$ cat config.mk
export PLATFORM = sky130hd
export DESIGN_NAME = ring_phase_monitor
export DESIGN_NICKNAME = d
export VERILOG_FILES = /design/src/rtl/ring_phase_monitor.sv
export SDC_FILE = /design/constraint.sdc
export NUM_CORES = 1
export LEC_CHECK = 0
export CAP_MARGIN = 20
export CORE_MARGIN = 2
export CORE_UTILIZATION = 45
export DETAILED_ROUTE_END_ITERATION = 10
export GPL_ROUTABILITY_DRIVEN = 0
export MAX_ROUTING_LAYER = met4
export PLACE_DENSITY = 0.77
export SYNTH_ARGS = -nofsm -noshare
export SYNTH_HDL_FRONTEND = slang
export SYNTH_SLANG_ARGS = --single-unit
$ cat constraint.sdc
create_clock -name clk -period 2.4 [get_ports clk]
set_clock_uncertainty 0.2 [all_clocks]
set_input_delay 0.48 -clock clk [delete_from_list [all_inputs] [get_ports clk]]
set_output_delay 0.48 -clock clk [all_outputs]
set_load 0.02 [all_outputs]
$ cat src/rtl/ring_phase_monitor.sv
`default_nettype none
// ============================================================================
//  Module   : ring_phase_monitor
//  Purpose  : Receive-end checker for a one-hot ring counter bus. Decodes
//             the ring code to a phase index, locks onto a correctly
//             rotating sequence, flags loss of lock, and counts laps and
//             sequence errors.
//  Revision : 1.0  initial release
// ============================================================================
module ring_phase_monitor #(
    parameter  int WIDTH    = 4,
    parameter  int LOCK_CNT = 3,
    parameter  int LAP_W    = 8,
    parameter  int ERR_W    = 4,
    localparam int PW       = $clog2(WIDTH)
) (
    input  logic             clk,
    input  logic             rst,
    input  logic [WIDTH-1:0] ring_in,
    input  logic             in_valid,
    input  logic             clear,
    output logic [PW-1:0]    phase,
    output logic             locked,
    output logic             seq_err,
    output logic [LAP_W-1:0] lap_count,
    output logic [ERR_W-1:0] err_count
);

    // Match counter must be able to hold LOCK_CNT itself.
    localparam int              MW          = $clog2(LOCK_CNT + 1);
    localparam logic [PW-1:0]   LAST_PHASE  = PW'(WIDTH - 1);
    localparam logic [MW-1:0]   LOCK_TARGET = MW'(LOCK_CNT);
    localparam logic [MW-1:0]   MATCH_ONE   = MW'(1);

    typedef enum logic [0:0] {
        HUNT   = 1'b0,
        LOCKED = 1'b1
    } state_t;

    state_t             state_q,   state_d;
    logic [MW-1:0]      match_q,   match_d;
    logic [PW-1:0]      prev_q,    prev_d;
    logic [PW-1:0]      phase_q,   phase_d;
    logic               seq_err_q, seq_err_d;
    logic [LAP_W-1:0]   lap_q,     lap_d;
    logic [ERR_W-1:0]   err_q,     err_d;

    logic [PW-1:0]      dec_k;
    logic [PW-1:0]      next_exp;
    logic               legal;
    logic               is_step;

    // Decode the hot bit position; only meaningful when the code is one-hot.
    always_comb begin
        dec_k = '0;
        for (int i = 0; i < WIDTH; i++) begin
            if (ring_in[i]) begin
                dec_k = PW'(i);
            end
        end
    end

    assign legal    = in_valid && $onehot(ring_in);
    assign next_exp = (prev_q == LAST_PHASE) ? '0 : prev_q + 1'b1;
    assign is_step  = (dec_k == next_exp);

    // Next-state, sequence tracking and counter updates.
    always_comb begin
        state_d   = state_q;
        match_d   = match_q;
        prev_d    = prev_q;
        phase_d   = phase_q;
        seq_err_d = 1'b0;
        lap_d     = lap_q;
        err_d     = err_q;

        if (in_valid) begin
            case (state_q)
                HUNT: begin
                    if (legal) begin
                        prev_d  = dec_k;
                        phase_d = dec_k;
                        if (is_step && (match_q != '0)) begin
                            match_d = match_q + 1'b1;
                        end else begin
                            match_d = MATCH_ONE;
                        end
                        if (match_d >= LOCK_TARGET) begin
                            state_d = LOCKED;
                        end
                    end else begin
                        match_d = '0;
                    end
                end
                LOCKED: begin
                    if (legal && is_step) begin
                        prev_d  = dec_k;
                        phase_d = dec_k;
                        // Wrapping back to phase 0 completes a lap.
                        if (dec_k == '0) begin
                            lap_d = lap_q + 1'b1;
                        end
                    end else begin
                        state_d   = HUNT;
                        seq_err_d = 1'b1;
                        if (err_q != '1) begin
                            err_d = err_q + 1'b1;
                        end
                        // A legal but wrong code seeds the re-lock attempt.
                        if (legal) begin
                            match_d = MATCH_ONE;
                            prev_d  = dec_k;
                            phase_d = dec_k;
                        end else begin
                            match_d = '0;
                        end
                    end
                end
                default: begin
                    state_d = HUNT;
                    match_d = '0;
                end
            endcase
        end

        // Clear beats any simultaneous increment.
        if (clear) begin
            lap_d = '0;
            err_d = '0;
        end
    end

    // State and output registers.
    always_ff @(posedge clk or posedge rst) begin
        if (rst) begin
            state_q   <= HUNT;
            match_q   <= '0;
            prev_q    <= '0;
            phase_q   <= '0;
            seq_err_q <= 1'b0;
            lap_q     <= '0;
            err_q     <= '0;
        end else begin
            state_q   <= state_d;
            match_q   <= match_d;
            prev_q    <= prev_d;
            phase_q   <= phase_d;
            seq_err_q <= seq_err_d;
            lap_q     <= lap_d;
            err_q     <= err_d;
        end
    end

    assign phase     = phase_q;
    assign locked    = (state_q == LOCKED);
    assign seq_err   = seq_err_q;
    assign lap_count = lap_q;
    assign err_count = err_q;

endmodule
`default_nettype wire

Word-level counts from Yosys, hierarchy flattened
Cells that the tools add are included.
{"block": "op_classes", "muxes": 35, "n_eq_ne": 6, "n_bitwise": 1, "n_addsub": 7, "n_reduce_logical": 13, "order_cmp": 1}
{"cell": "2-to-1 mux 8 bit", "count": 5}
{"cell": "2-to-1 mux 2 bit", "count": 13}
{"cell": "2-to-1 mux 4 bit", "count": 5}
{"cell": "case mux 2 bit (2 select lines)", "count": 3}
{"cell": "nonzero test 2 bit", "count": 6}
{"cell": "adder 8 x 1 -> 8 bit (second input constant)", "count": 1}
{"cell": "2-to-1 mux 1 bit", "count": 8}
{"cell": "AND reduction 4 bit", "count": 2}
{"cell": "adder 1 x 1 -> 2 bit", "count": 2}
{"cell": "adder 2 x 1 -> 2 bit (second input constant)", "count": 2}
{"cell": "adder 4 x 1 -> 4 bit (second input constant)", "count": 1}
{"cell": "!= test 2 bit (second input constant)", "count": 2}
{"cell": "!= test 4 bit (second input constant)", "count": 1}
{"cell": "adder 2 x 2 -> 3 bit", "count": 1}
{"cell": "== test 3 x 1 -> 1 bit (second input constant)", "count": 1}
{"cell": "logical AND 1 bit", "count": 3}
{"cell": "== test 2 bit", "count": 1}
{"cell": "== test 2 bit (second input constant)", "count": 1}
{"cell": "greater-or-equal comparator 2 bit (second input constant)", "count": 1}
{"cell": "zero test 2 bit", "count": 1}
{"cell": "case mux 1 bit (2 select lines)", "count": 1}
{"cell": "AND reduction 2 bit", "count": 1}
{"cell": "inverter 1 bit", "count": 1}
{"block": "totals", "wordCells": 70, "regBits": 20, "output_inout_bits": 16, "input_bits": 8}

Depth between registers and ports, before layout
{"block": "depth", "word_depth": 13, "mapped_depth": 11, "mapped_depth_nobuf": 10}

Worst setup path before layout
No wires, ideal clock.
{"block": "synth_path", "path_type": "input -> register", "from": "input port ring_in[0]", "to": "register err_q[0] (netlist: err_count[0])", "t_required_ps": 2075, "path_slack_ps": -639, "path_stages": 10, "setup_time_ps": 125, "n_path_buf": 0, "t_arrival_ps": 2714, "path_cell_list": "inv_1 -> fa_1 -> inv_1 -> ha_1 -> ha_1 -> nor3b_1 -> o211a_1 -> nor3_1 -> and2_1 -> mux2_2"}
{"block": "synth_via", "elab_chain_cells": 7}
{"item": "start, declared", "line": "19", "source": "input logic [WIDTH-1:0] ring_in,"}
{"item": "adder 1 x 1 -> 2 bit (implied by the code)", "line": "63", "source": "assign legal = in_valid && $onehot(ring_in);"}
{"item": "adder 2 x 2 -> 3 bit (implied by the code)", "line": "63"}
{"item": "== test 3 x 1 -> 1 bit", "line": "63"}
{"item": "logical AND 1 bit", "line": "63"}
{"item": "logical AND 1 bit", "line": "96", "source": "if (legal && is_step) begin"}
{"item": "!= test 2 bit (no line)"}
{"item": "AND reduction 4 bit (no line)"}
{"item": "end signal, assigned", "line": "150", "source": "err_q <= err_d;"}
{"item": "end, declared", "line": "46", "source": "logic [ERR_W-1:0] err_q, err_d;"}
Every way passes these cells.
A chain may end at the register's enable or synchronous reset.

Worst setup path after layout
{"block": "layout_path", "from": "input port ring_in[0]", "to": "register lap_q[5] (netlist: lap_count[5])"}
{"block": "layout_via", "elab_chain_cells": 7}
{"item": "adder 1 x 1 -> 2 bit (implied by the code)", "line": "63"}
{"item": "adder 2 x 2 -> 3 bit (implied by the code)", "line": "63"}
{"item": "== test 3 x 1 -> 1 bit", "line": "63"}
{"item": "logical AND 1 bit", "line": "63"}
{"item": "logical AND 1 bit", "line": "96"}
{"item": "nonzero test 2 bit (no line)"}
{"item": "AND reduction 4 bit (no line)"}
{"item": "end signal, assigned", "line": "149", "source": "lap_q <= lap_d;"}
{"item": "end, declared", "line": "45", "source": "logic [LAP_W-1:0] lap_q, lap_d;"}
Every way passes these cells.

==> metrics.md <==
| Metric | Value |
|---|---|
| Outcome | complete, but fails checks |
| Failing checks | negative setup slack |
| Seq/Total Area, Yosys | ~43% |
| Die area | ~0.003 mm^2 |
| CTS tree | done |
| Reg2Reg Capture Point | err_count[0]$_DFFE_PP0P_ |
| Mapped Avg Cell Area | 9.50 um^2 |
| First-pass GRT wire length | 4990 um |
| Crit-path cells | buf_8 > inv_8 > fa_1 > inv_1 > ha_2 > ha_4 > nor3b_4 > o211a_4 > o21ai_4 > or4_4 > a21oi_2 |
| Inserted Diodes | 0 |
| Worst-Margin Slew | 550 ps |
| Logic pwr share | 39.1% |
| R2r setup slk | -120 ps |
| #FFs+latches synth | 20 |
| Final Hold Viols | 0 |
| Worst endpoint required time | about 2500 ps |
| Site row count | 18 |
| Top cells by area, synth | dfrtp_1 (43%), ha_1 (6.5%), nor2_1 (4.2%) |
| Fin crit period | 2700 ps |
| Vias in the first global route | 1126 |
| Synth Area in Adders | 8.21% |
| Core area | 0.00245 mm^2 |
| Cell Count, Final, Fillers Out | 203 |
| FF-to-FF path depth | 7 |
| Most frequent cells in the layout | dfrtp_1 (20), clkdlybuf4s50_1 (20), buf_4 (18) |
| Sequential Area | approximately 500 um^2 |
| Switching Fraction | approximately a third |
| Detailed Place HPWL | 2150 um |
| Vias | 1133 |
| Inserted Clock Buffers | 3 |
| Largest net degree at the start of global routing | 21 |
| Cells after Synth | 122 |
| Max-slew violation count | 0 |
| Area taken by multi-input logic gates | 734 um^2 |
| Die Y | 54.7 um |
| Sw power | approximately 0.33 mW |
| Share of the synthesized area in the top cell type | between 40% and 50% |
| Clock root buffer master | clkbuf_4 |
| CP max FO | 3 |
| Net count after synthesis | 137 |
| Max_slew headroom | a little over three fifths |
| Total Wirelength | 3300 um |
| Initial antenna violation count | 0 |
| P&R area growth vs syn | 56.8% |
| VDD IR max | 0.643 mV |
| Hold Path Class | in -> async |
| Placed Cells | 190 |
| Clock latency on the worst-skew pair | 320 ps |
| CP max-delay cell | fa_1 |
| Final worst-path setup slack | -301 ps |
| Mapped Area | 0.00116 mm^2 |
| Simple-gate share of the synthesized area | 21.9% |
| Critical path type | in -> reg |
| Period utilization | 113% |
| CTS Hold Bufs | 0 |
| YS warnings | 0 |
| Startpoint Class | primary input |
| Part of the power in registers | 39.6% |
| Netlist cell types | 40 |
| Final setup fails | 16 |
| Share of layout cells above drive strength 1 | 34.1% |
| Worst Path Buf+Inv | 3 |
| Largest family of logic cells by synthesized area | simple AND/OR/NAND/NOR gates |
| Crit. Startpoint | ring_in[0] |
| Crit path to | lap_count[5]$_DFFE_PP0P_ |
| Critical path depth | 11 |
| Routed Antenna Nets | 0 |
| Pwr Total | 0.984 mW |
| Static Leak | 0.788 nW |
| DR DRC count | 0 |
| H-tree Lvls | 1 |
| # fillers | 167 |
| Clock power share | 21.2% |
| Arrival time at the worst endpoint | 2750 ps |
| Max Cap Viol | 0 |
| Crit. End Element | flip-flop |
| First-pass DRT Iterations | 4 |
| Via-to-Cell Ratio | 5.58 |
| Total global-route track usage | 24.4% |
| Clock transition at path regs | 120 ps |
| Complex-gate fraction of the synthesized area | 18.3% |
| Die Wd | between 50 and 60 um |
| DRT iter0 DRCs | 11 |
| Post-synthesis xor/xnor area fraction | 1.51% |
| Clock Sinks | 20 |
| Global route overflow | 0 |
| RSZ-0062 raised after global routing | true |
| Post-DR wirelength/cell | 16.3 um |
| Clock tree buffer depth | 2 |
| Cell-internal power | about 0.65 mW |
| Critical path's top delay family | adder cells |
| Worst path max stage delay | 540 ps |
| Net total in the final layout | between 150 and 200 |
| PwrDens | about 540 mW/mm^2 |
| Port buffer count | 23 |
| Initial Util | 47.2% |
| Most area-hungry cell type in the Yosys netlist | dfrtp_1 |
| Mux cell area share after synthesis | 2.70% |
| Reg-to-reg critical path startpoint | prev_q[0]$_DFFE_PP0P_ |
| F_max | 0.370 GHz |
| Post-layout util | 74.0% |
| Io pins | 24 |
worst min path at each step:
stage | start | end | depth (start not counted)
4_1_cts | rst | phase[1]$_DFFE_PP0P_ | 3
2_1_floorplan | rst | err_count[0]$_DFFE_PP0P_ | 1
6_report | rst | phase[1]$_DFFE_PP0P_ | 3
3_3_place_gp | phase[1]$_DFFE_PP0P_ | phase[1]$_DFFE_PP0P_ | 1
5_1_grt | rst | phase[1]$_DFFE_PP0P_ | 3
3_5_place_dp | phase[0]$_DFFE_PP0P_ | phase[0]$_DFFE_PP0P_ | 2
final cells by class:
| type | instances | area share, % |
|---|---|---|
| timing repair buffer | 49 | 25.3 |
| sequential | 20 | 27.5 |
| multi-input combinational | 90 | 40.4 |
| clock buffer | 4 | 2.00 |
| tap | 30 | 2.07 |
| inverter | 10 | 2.62 |
cells by family after synthesis:
logic type / after synthesis
simple gates: 48
compound gates: 30
flops: 20
buf+inv: 12
fa+ha+maj: 7
mux: 3
xor+xnor: 2
worst register-to-register path: stages (launching register included):
cell and delay (ps):
dfrtp_1 410, ha_1 340, or3_4 360, a2111oi_4 410, buf_4 210, nor3_4 50
and2_4 160, mux2_4 290
power groups by stage:
| stage | Clock, mW | Combinational (mW) | Sequential [mW] |
|---|---|---|---|
| finish | 0.209 | 0.385 | 0.390 |
| global route | 0.218 | 0.419 | 0.394 |
| CTS | 0.205 | 0.360 | 0.390 |
| detailed placement | 0 | 0.320 | 0.396 |
| global placement | 0 | 0.302 | 0.391 |
| floorplan | 0 | 0.163 | 0.413 |
synthesized netlist by cell type:
cell type	n
dfrtp_1	20
nor2_1	13
inv_1	10
a21oi_1	9
nand2_1	7
ha_1	6
o21ai_0	6
nand3_1	5
or3_1	5
nand2b_1	3
nor3_1	3
a31oi_1	2
and2_1	2
mux2i_1	2
nor2b_1	2
o21a_1	2
xor2_1	2
a2111oi_4	1
a21o_1	1
a2bb2oi_1	1
a311oi_1	1
a31o_2	1
and3_1	1
and4b_1	1
buf_4	1
clkbuf_1	1
fa_1	1
mux2_2	1
nand4_1	1
nor3b_1	1
nor4_1	1
nor4b_1	1
o211a_1	1
o211ai_1	1
o21ai_2	1
o21bai_1	1
o22ai_1	1
o31ai_1	1
or3_4	1
or4_1	1
flip-flops by register name (all words and copies together), names as in the netlist:
register,flops
err_count,4
seq_err,1
locked,1
phase,2
lap_count,8
prev_q,2
match_q,2
stage by stage:
step	instance area (um^2)	hold WS (ps)	setup slack [ps]	setup TNS, ps
6_report	1820	271	-301	-3130
5_1_grt	1820	319	-356	-4160
4_1_cts	1750	290	-312	-2910
3_5_place_dp	1580	289	-1180	-18270
3_3_place_gp	1580	276	-1070	-16620
2_1_floorplan	1190	244	-401	-3400
repair_timing:
action	CTS	global route
endpoints found under the setup margin	20	18
pin swaps	15	11
gates resized for setup	36	13
setup buffers	7	2
gates cloned	0	0
per-layer routing:
| metal | vias up | share of wire, % | global-route usage [%] | routed length [um] |
|---|---|---|---|---|
| met3 | 8 | 4.2 | 3.55 | 139 |
| met1 | 551 | 38 | 27.8 | 1260 |
| met5 | - | 0 | - | 0 |
| met2 | 39 | 55 | 41.1 | 1830 |
| met4 | 0 | 2.2 | 12.9 | 74 |
| li1 | 535 | - | - | - |
Power figures use the tool's default switching activity.
